**src/rtl/apb_intercon_arb.sv**
```systemverilog
// apb_intercon_arb
//   Multi-master APB interconnect. Upstream masters are arbitrated round-robin
//   and one transfer at a time is replayed on a shared downstream bus. PADDR is
//   decoded into a one-hot slave select. Unmapped addresses are answered
//   locally with PSLVERR and never reach a slave.
//
//   Optional feature macro: APB_TIMEOUT_EN
//     When defined, an ACCESS phase that waits TIMEOUT_CYCLES cycles without
//     PREADY is abandoned and answered with PSLVERR and zero read data.
//     When undefined, ACCESS waits indefinitely and TIMEOUT_CYCLES is unused.
//
// Ports
//   clk        : clock, rising edge
//   reset      : asynchronous, active-low reset
//   S_PADDR    : per-master address      (MASTER_PORTS*BUS_WIDTH)
//   S_PWRITE   : per-master write strobe (MASTER_PORTS)
//   S_PSELx    : per-master select, used as the request vector
//   S_PENABLE  : per-master enable (not needed for arbitration)
//   S_PWDATA   : per-master write data   (MASTER_PORTS*BUS_WIDTH)
//   S_PRDATA   : per-master read data, non-zero only for the granted master
//   S_PREADY   : per-master ready, pulses one cycle at transfer end
//   S_PSLVERR  : per-master error (decode error or timeout)
//   M_PADDR    : shared slave address (registered)
//   M_PWRITE   : shared write strobe (registered)
//   M_PSELx    : one-hot slave select
//   M_PENABLE  : shared enable
//   M_PWDATA   : shared write data (registered)
//   M_PRDATA   : per-slave read data     (SLAVE_PORTS*BUS_WIDTH)
//   M_PREADY   : per-slave ready         (SLAVE_PORTS)

module apb_intercon_arb #(
  parameter int BUS_WIDTH       = 16,
  parameter int MASTER_PORTS    = 2,
  parameter int SLAVE_PORTS     = 4,
  parameter int SLAVE_BASE      = 'h80,
  parameter int SLAVE_SPAN_BITS = 4,
  parameter int TIMEOUT_CYCLES  = 255
) (
  input  logic                              clk,
  input  logic                              reset,
  input  logic [MASTER_PORTS*BUS_WIDTH-1:0] S_PADDR,
  input  logic [MASTER_PORTS-1:0]           S_PWRITE,
  input  logic [MASTER_PORTS-1:0]           S_PSELx,
  input  logic [MASTER_PORTS-1:0]           S_PENABLE,
  input  logic [MASTER_PORTS*BUS_WIDTH-1:0] S_PWDATA,
  output logic [MASTER_PORTS*BUS_WIDTH-1:0] S_PRDATA,
  output logic [MASTER_PORTS-1:0]           S_PREADY,
  output logic [MASTER_PORTS-1:0]           S_PSLVERR,
  output logic [BUS_WIDTH-1:0]              M_PADDR,
  output logic                              M_PWRITE,
  output logic [SLAVE_PORTS-1:0]            M_PSELx,
  output logic                              M_PENABLE,
  output logic [BUS_WIDTH-1:0]              M_PWDATA,
  input  logic [SLAVE_PORTS*BUS_WIDTH-1:0]  M_PRDATA,
  input  logic [SLAVE_PORTS-1:0]            M_PREADY
);

  localparam int GW = (MASTER_PORTS > 1) ? $clog2(MASTER_PORTS) : 1;
  localparam int SW = (SLAVE_PORTS > 1) ? $clog2(SLAVE_PORTS) : 1;
  localparam logic [BUS_WIDTH-1:0] BASE_C = SLAVE_BASE[BUS_WIDTH-1:0];
  localparam logic [BUS_WIDTH-1:0] NSLV_C = BUS_WIDTH'(SLAVE_PORTS);
  localparam logic [GW-1:0]        LAST_M = GW'(MASTER_PORTS - 1);

  typedef enum logic [1:0] {
    ST_IDLE   = 2'd0,
    ST_SETUP  = 2'd1,
    ST_ACCESS = 2'd2,
    ST_RESP   = 2'd3
  } state_t;

  state_t state, state_nxt;

  logic [BUS_WIDTH-1:0] req_addr  [MASTER_PORTS];
  logic [BUS_WIDTH-1:0] req_wdata [MASTER_PORTS];
  logic [BUS_WIDTH-1:0] slv_rdata [SLAVE_PORTS];

  for (genvar i = 0; i < MASTER_PORTS; i++) begin : g_mst
    assign req_addr[i]  = S_PADDR[i*BUS_WIDTH +: BUS_WIDTH];
    assign req_wdata[i] = S_PWDATA[i*BUS_WIDTH +: BUS_WIDTH];
  end

  for (genvar i = 0; i < SLAVE_PORTS; i++) begin : g_slv
    assign slv_rdata[i] = M_PRDATA[i*BUS_WIDTH +: BUS_WIDTH];
  end

  // PENABLE from the masters carries no information the arbiter needs.
  logic unused_penable;
  assign unused_penable = ^S_PENABLE;

  // Latched transfer context
  logic [GW-1:0]        grant;
  logic [GW-1:0]        rr_ptr;
  logic [BUS_WIDTH-1:0] addr_q;
  logic                 write_q;
  logic [BUS_WIDTH-1:0] wdata_q;
  logic [SW-1:0]        idx_q;
  logic                 err_q;
  logic [BUS_WIDTH-1:0] rdata_q;

  // Round-robin pick: the lowest requester at or above rr_ptr wins; if none
  // exists, wrap to the lowest requester overall. The descending loop leaves
  // the lowest matching index in each candidate.
  logic          req_any;
  logic          hi_found;
  logic [GW-1:0] hi_idx;
  logic [GW-1:0] lo_idx;
  logic [GW-1:0] pick_idx;

  always_comb begin
    hi_found = 1'b0;
    hi_idx   = '0;
    lo_idx   = '0;
    for (int i = MASTER_PORTS - 1; i >= 0; i--) begin
      if (S_PSELx[i]) begin
        lo_idx = i[GW-1:0];
        if (i >= int'(rr_ptr)) begin
          hi_found = 1'b1;
          hi_idx   = i[GW-1:0];
        end
      end
    end
    pick_idx = hi_found ? hi_idx : lo_idx;
  end

  assign req_any = |S_PSELx;

  // Address decode of the picked master's address
  logic [BUS_WIDTH-1:0] pick_addr;
  logic [BUS_WIDTH-1:0] dec_full;
  logic                 dec_ok;
  logic [SW-1:0]        dec_idx;

  assign pick_addr = req_addr[pick_idx];
  assign dec_full  = (pick_addr - BASE_C) >> SLAVE_SPAN_BITS;
  assign dec_ok    = (pick_addr >= BASE_C) && (dec_full < NSLV_C);
  assign dec_idx   = dec_full[SW-1:0];

  logic slv_ready;
  logic tmo_hit;

  assign slv_ready = M_PREADY[idx_q];

`ifdef APB_TIMEOUT_EN
  // The counter holds the number of ACCESS cycles already spent waiting, so
  // the last permitted wait cycle is the one where it equals LIMIT-1.
  localparam logic [7:0] TMO_LAST = 8'(TIMEOUT_CYCLES - 1);
  logic [7:0] tmo_cnt;

  always_ff @(posedge clk or negedge reset) begin
    if (!reset) begin
      tmo_cnt <= '0;
    end else if (state == ST_SETUP) begin
      tmo_cnt <= '0;
    end else if ((state == ST_ACCESS) && !slv_ready) begin
      tmo_cnt <= tmo_cnt + 8'd1;
    end
  end

  assign tmo_hit = (state == ST_ACCESS) && !slv_ready && (tmo_cnt == TMO_LAST);
`else
  logic [7:0] unused_timeout;
  assign unused_timeout = TIMEOUT_CYCLES[7:0];
  assign tmo_hit        = 1'b0;
`endif

  // State register
  always_ff @(posedge clk or negedge reset) begin
    if (!reset) begin
      state <= ST_IDLE;
    end else begin
      state <= state_nxt;
    end
  end

  // Next-state logic
  always_comb begin
    state_nxt = state;
    case (state)
      ST_IDLE:   if (req_any) state_nxt = dec_ok ? ST_SETUP : ST_RESP;
      ST_SETUP:  state_nxt = ST_ACCESS;
      ST_ACCESS: if (slv_ready || tmo_hit) state_nxt = ST_RESP;
      ST_RESP:   state_nxt = ST_IDLE;
      default:   state_nxt = ST_IDLE;
    endcase
  end

  // Transfer context; every field feeds an output that must read 0 in reset.
  always_ff @(posedge clk or negedge reset) begin
    if (!reset) begin
      grant   <= '0;
      rr_ptr  <= '0;
      addr_q  <= '0;
      write_q <= 1'b0;
      wdata_q <= '0;
      idx_q   <= '0;
      err_q   <= 1'b0;
      rdata_q <= '0;
    end else begin
      case (state)
        ST_IDLE: begin
          if (req_any) begin
            grant   <= pick_idx;
            addr_q  <= pick_addr;
            write_q <= S_PWRITE[pick_idx];
            wdata_q <= req_wdata[pick_idx];
            idx_q   <= dec_idx;
            err_q   <= !dec_ok;
            rdata_q <= '0;
          end
        end
        ST_ACCESS: begin
          if (slv_ready) begin
            rdata_q <= write_q ? '0 : slv_rdata[idx_q];
            err_q   <= 1'b0;
          end else if (tmo_hit) begin
            rdata_q <= '0;
            err_q   <= 1'b1;
          end
        end
        ST_RESP: begin
          rr_ptr <= (grant == LAST_M) ? '0 : grant + 1'b1;
        end
        default: ;
      endcase
    end
  end

  // Outputs
  always_comb begin
    M_PSELx   = '0;
    M_PENABLE = 1'b0;
    S_PREADY  = '0;
    S_PSLVERR = '0;
    S_PRDATA  = '0;
    case (state)
      ST_SETUP: begin
        M_PSELx[idx_q] = 1'b1;
      end
      ST_ACCESS: begin
        M_PSELx[idx_q] = 1'b1;
        M_PENABLE      = 1'b1;
      end
      ST_RESP: begin
        S_PREADY[grant]  = 1'b1;
        S_PSLVERR[grant] = err_q;
        for (int m = 0; m < MASTER_PORTS; m++) begin
          if (int'(grant) == m) S_PRDATA[m*BUS_WIDTH +: BUS_WIDTH] = rdata_q;
        end
      end
      default: ;
    endcase
  end

  assign M_PADDR  = addr_q;
  assign M_PWRITE = write_q;
  assign M_PWDATA = wdata_q;

endmodule

```
**config.mk**
```make
export PLATFORM = sky130hd
export DESIGN_NAME = apb_intercon_arb
export DESIGN_NICKNAME = d
export VERILOG_FILES = /design/src/rtl/apb_intercon_arb.sv
export SDC_FILE = /design/constraint.sdc
export NUM_CORES = 1
export LEC_CHECK = 0
export ABC_CLOCK_PERIOD_IN_PS = 2100
export CAP_MARGIN = 15
export CORE_ASPECT_RATIO = 1.2
export CORE_MARGIN = 2
export CORE_UTILIZATION = 37
export DETAILED_ROUTE_END_ITERATION = 8
export PLACE_DENSITY = 0.93
export SYNTH_ARGS = -nofsm -noshare
export SYNTH_HDL_FRONTEND = slang
export SYNTH_SLANG_ARGS = --single-unit
export TNS_END_PERCENT = 50
```
**constraint.sdc**
```tcl
create_clock -name clk -period 2.1 [get_ports clk]
set_input_delay 0.21 -clock clk [delete_from_list [all_inputs] [get_ports clk]]
set_output_delay 0.21 -clock clk [all_outputs]
set_load 0.05 [all_outputs]
```
==> results_dict.tcl <==
set metrics [dict create \
    synthTopCellsByArea "dfrtp_1 41%, mux4_2 11%, mux2i_1 10%, o21ai_0 5.5%, mux2_4 4.6%" \
    hp-class "input port to asynchronous set/reset pin" \
    drv_cap 0 \
    drive_above_1_share_pct 21.7 \
    cts_buffers 5 \
    grtUsageTotal_pct 23.0 \
    crit_buf_inv 0 \
    tns_ns -0.0695 \
    ir_drop_v 0.000967 \
    finalWirelength_um 11000 \
    syn_area_per_cell_um2 10.8 \
    core.rowCount 37 \
    status "finished, violations left" \
    synthCells 305 \
    gp_congestion 0.829 \
    clock-root-buffer "clkbuf_8" \
    syn2layout_area_growth_pct 87.1 \
    synth-async-reset-ratio_pct 100 \
    synth_area_um2 3300 \
    yosysTopAreaCell "dfrtp_1" \
    overflow 0 \
    core_um2 8610 \
    diodes 0 \
    rsz0062_at_grt "yes" \
    finalNonFillerCells 633 \
    num_vias 3221 \
    critPathMaxStageDelay_ns 0.45 \
    cp.arrival_ns 2.33 \
    synth_common_cells "54 x dfrtp_1, 36 x nand2_1, 36 x o21ai_0" \
    cp_top_family "compound AO/OA/AOI/OAI gates" \
    post_drt_wl_per_cell_um 17.4 \
    worst-path-max-fanout 4 \
    final_hold_viol_count 0 \
    slowest_stage "dfrtp_1" \
    ant_nets 0 \
    finClkSkew_ns 0.00864 \
    dieWidth_um 90.2 \
    clkTransAtPathRegs_ns 0.10 \
    placedCellCount 622 \
    htreeDepth 2 \
    numClockSinks 54 \
    end_kind "flip-flop" \
    synth_edf_count 0 \
    antenna_found_initial 0 \
    synth_most_common_cell "dfrtp_1" \
    setup_violations 2 \
    max_freq_mhz 468 \
    layout_min_cycle_time_ns 2.14 \
    viasPerCell 5.09 \
    worstSetupPathType "flip-flop to flip-flop" \
    synth.distinct_cells 33 \
    finalMaxSlewViolations 0 \
    leakagePower_uw 0.00270 \
    port_buffers 211 \
    drt_iter0_drc 124 \
    ys_seq_elements 54 \
    finalNetCount 659 \
    synth.net_count 449 \
    initial_core_util_pct 38.3 \
    ys_seq_area_share_pct 41.0 \
    clk_path_buf_depth 2 \
    worst_slew_pin_slew_ns 0.676 \
    critPathLaunchType "flip-flop" \
    setup_slack_ns -0.0389 \
    num_io_pins 214 \
    grt_pass1_vias 3504 \
    slew_headroom_pct 54.9 \
    fin_crit_sh_pct 102 \
    synth_top_area_share_pct 41.0 \
    required_ns 2.29 \
    synthFlopType "dfrtp_1" \
    violations "negative setup slack" \
    place_area_um2 6010 \
    grt_max_degree 51 \
    finalInstanceArea_um2 6170 \
    clock_latency_ns 0.31 \
    path_cells "o21ai_4, mux2i_2, ha_2, xor2_1, nor4_2, nand4_1, o211ai_1, o22ai_1" \
    tritoncts "done" \
    power_density_nw_per_um2 1230 \
    ys_warn_count 0 \
    drc 0 \
    fp.dieArea_um2 9690 \
    grt_pass1_wl_um 17500 \
    drt-pass1-iter-count 4 \
    die_height_um 107 \
    ff2ff_setup_slack_ns -0.04 \
    dp_hpwl_um 8940 \
]
kinds of logic after synthesis:
logic type	Yosys count	share of synthesized area, %
fa+ha+maj	4	1.52
simple gates	105	16.8
mux	67	28.2
xor+xnor	2	0.531
flops	54	41.0
compound gates	44	7.47
buf+inv	29	4.47
layer usage:
| layer | GRT usage, % | share of wire [%] |
|---|---|---|
| met1 | 24.0 | 35 |
| met2 | 42.9 | 53 |
| met3 | 6.72 | 7.4 |
| met4 | 9.89 | 3.7 |
| met5 | 0 | 0 |
stage by stage:
step | total power, uW | hold WS [ns] | utilization, % | setup WS, ns
after floorplan | 5000 | -0.0856 | - | 0.0789
after global placement | 6740 | 0.245 | 69.8 | -0.0939
after detailed placement | 6880 | 0.264 | 69.8 | -0.431
after CTS | 7640 | 0.474 | 71.5 | 0.0206
after global routing | 7990 | 0.510 | 71.7 | -0.139
final | 7570 | 0.476 | 71.7 | -0.0389
worst paths after layout:
path / from / end / depth (start not counted)
worst max register to register: rr_ptr$_DFFE_PN0P_ / err_q$_DFFE_PN0P_ / 8
worst min-delay path: reset / rdata_q[11]$_DFFE_PN0P_ / 2
worst max-delay path: rr_ptr$_DFFE_PN0P_ / err_q$_DFFE_PN0P_ / 8
min in group clk: M_PWDATA[1]$_DFFE_PN0P_ / M_PWDATA[1]$_DFFE_PN0P_ / 2
max in group asynchronous: reset / M_PADDR[4]$_DFFE_PN0P_ / 3
worst min register to register: M_PWDATA[1]$_DFFE_PN0P_ / M_PWDATA[1]$_DFFE_PN0P_ / 2
cell usage in the layout, fill, tap and decap left out, drive strengths merged, types with 2 or more instances in the layout:
cell / instances
clkdlybuf4s50: 166
buf: 59
dfrtp: 54
o21ai: 37
nand2: 36
mux2i: 33
and3: 19
nor2b: 18
and2: 18
mux2: 18
mux4: 16
clkbuf: 7
inv: 5
nor2: 4
nor4: 4
ha: 4
nand2b: 2
xor2: 2
o22ai: 2
flip-flops by register name (all words and copies together), names as in the netlist:
signal    cells
state         2
M_PWDATA     16
M_PWRITE      1
rdata_q      16
rr_ptr        1
err_q         1
M_PADDR      16
grant         1
final cells by class:
class | count | area (um^2)
Clock buffer | 7 | 86.3
Clock inverter | 1 | 30.0
Fill cell | 596 | 2440
Inverter | 5 | 18.8
Multi-Input combinational cell | 222 | 1850
Sequential cell | 54 | 1350
Tap cell | 117 | 146
Timing Repair Buffer | 227 | 2690
timing repair:
action                                  4_1_cts  5_1_grt
pin swaps                                     0        1
endpoints found under the setup margin        2        2
hold endpoints to repair                     25        0
cloned                                        0        0
hold buffers                                  1        0
resized for setup                             3        3
setup buffers                                 1        1
report_power, final:
group	total (uW)	leakage [uW]	internal, uW	switching (uW)
Combinational	5100	0.00196	2210	2900
Sequential	1750	0.000685	1460	288
Clock	723	0.0000585	389	333
Total	7570	0.00270	4060	3520
Note: power is estimated with default switching activity, not from simulation.
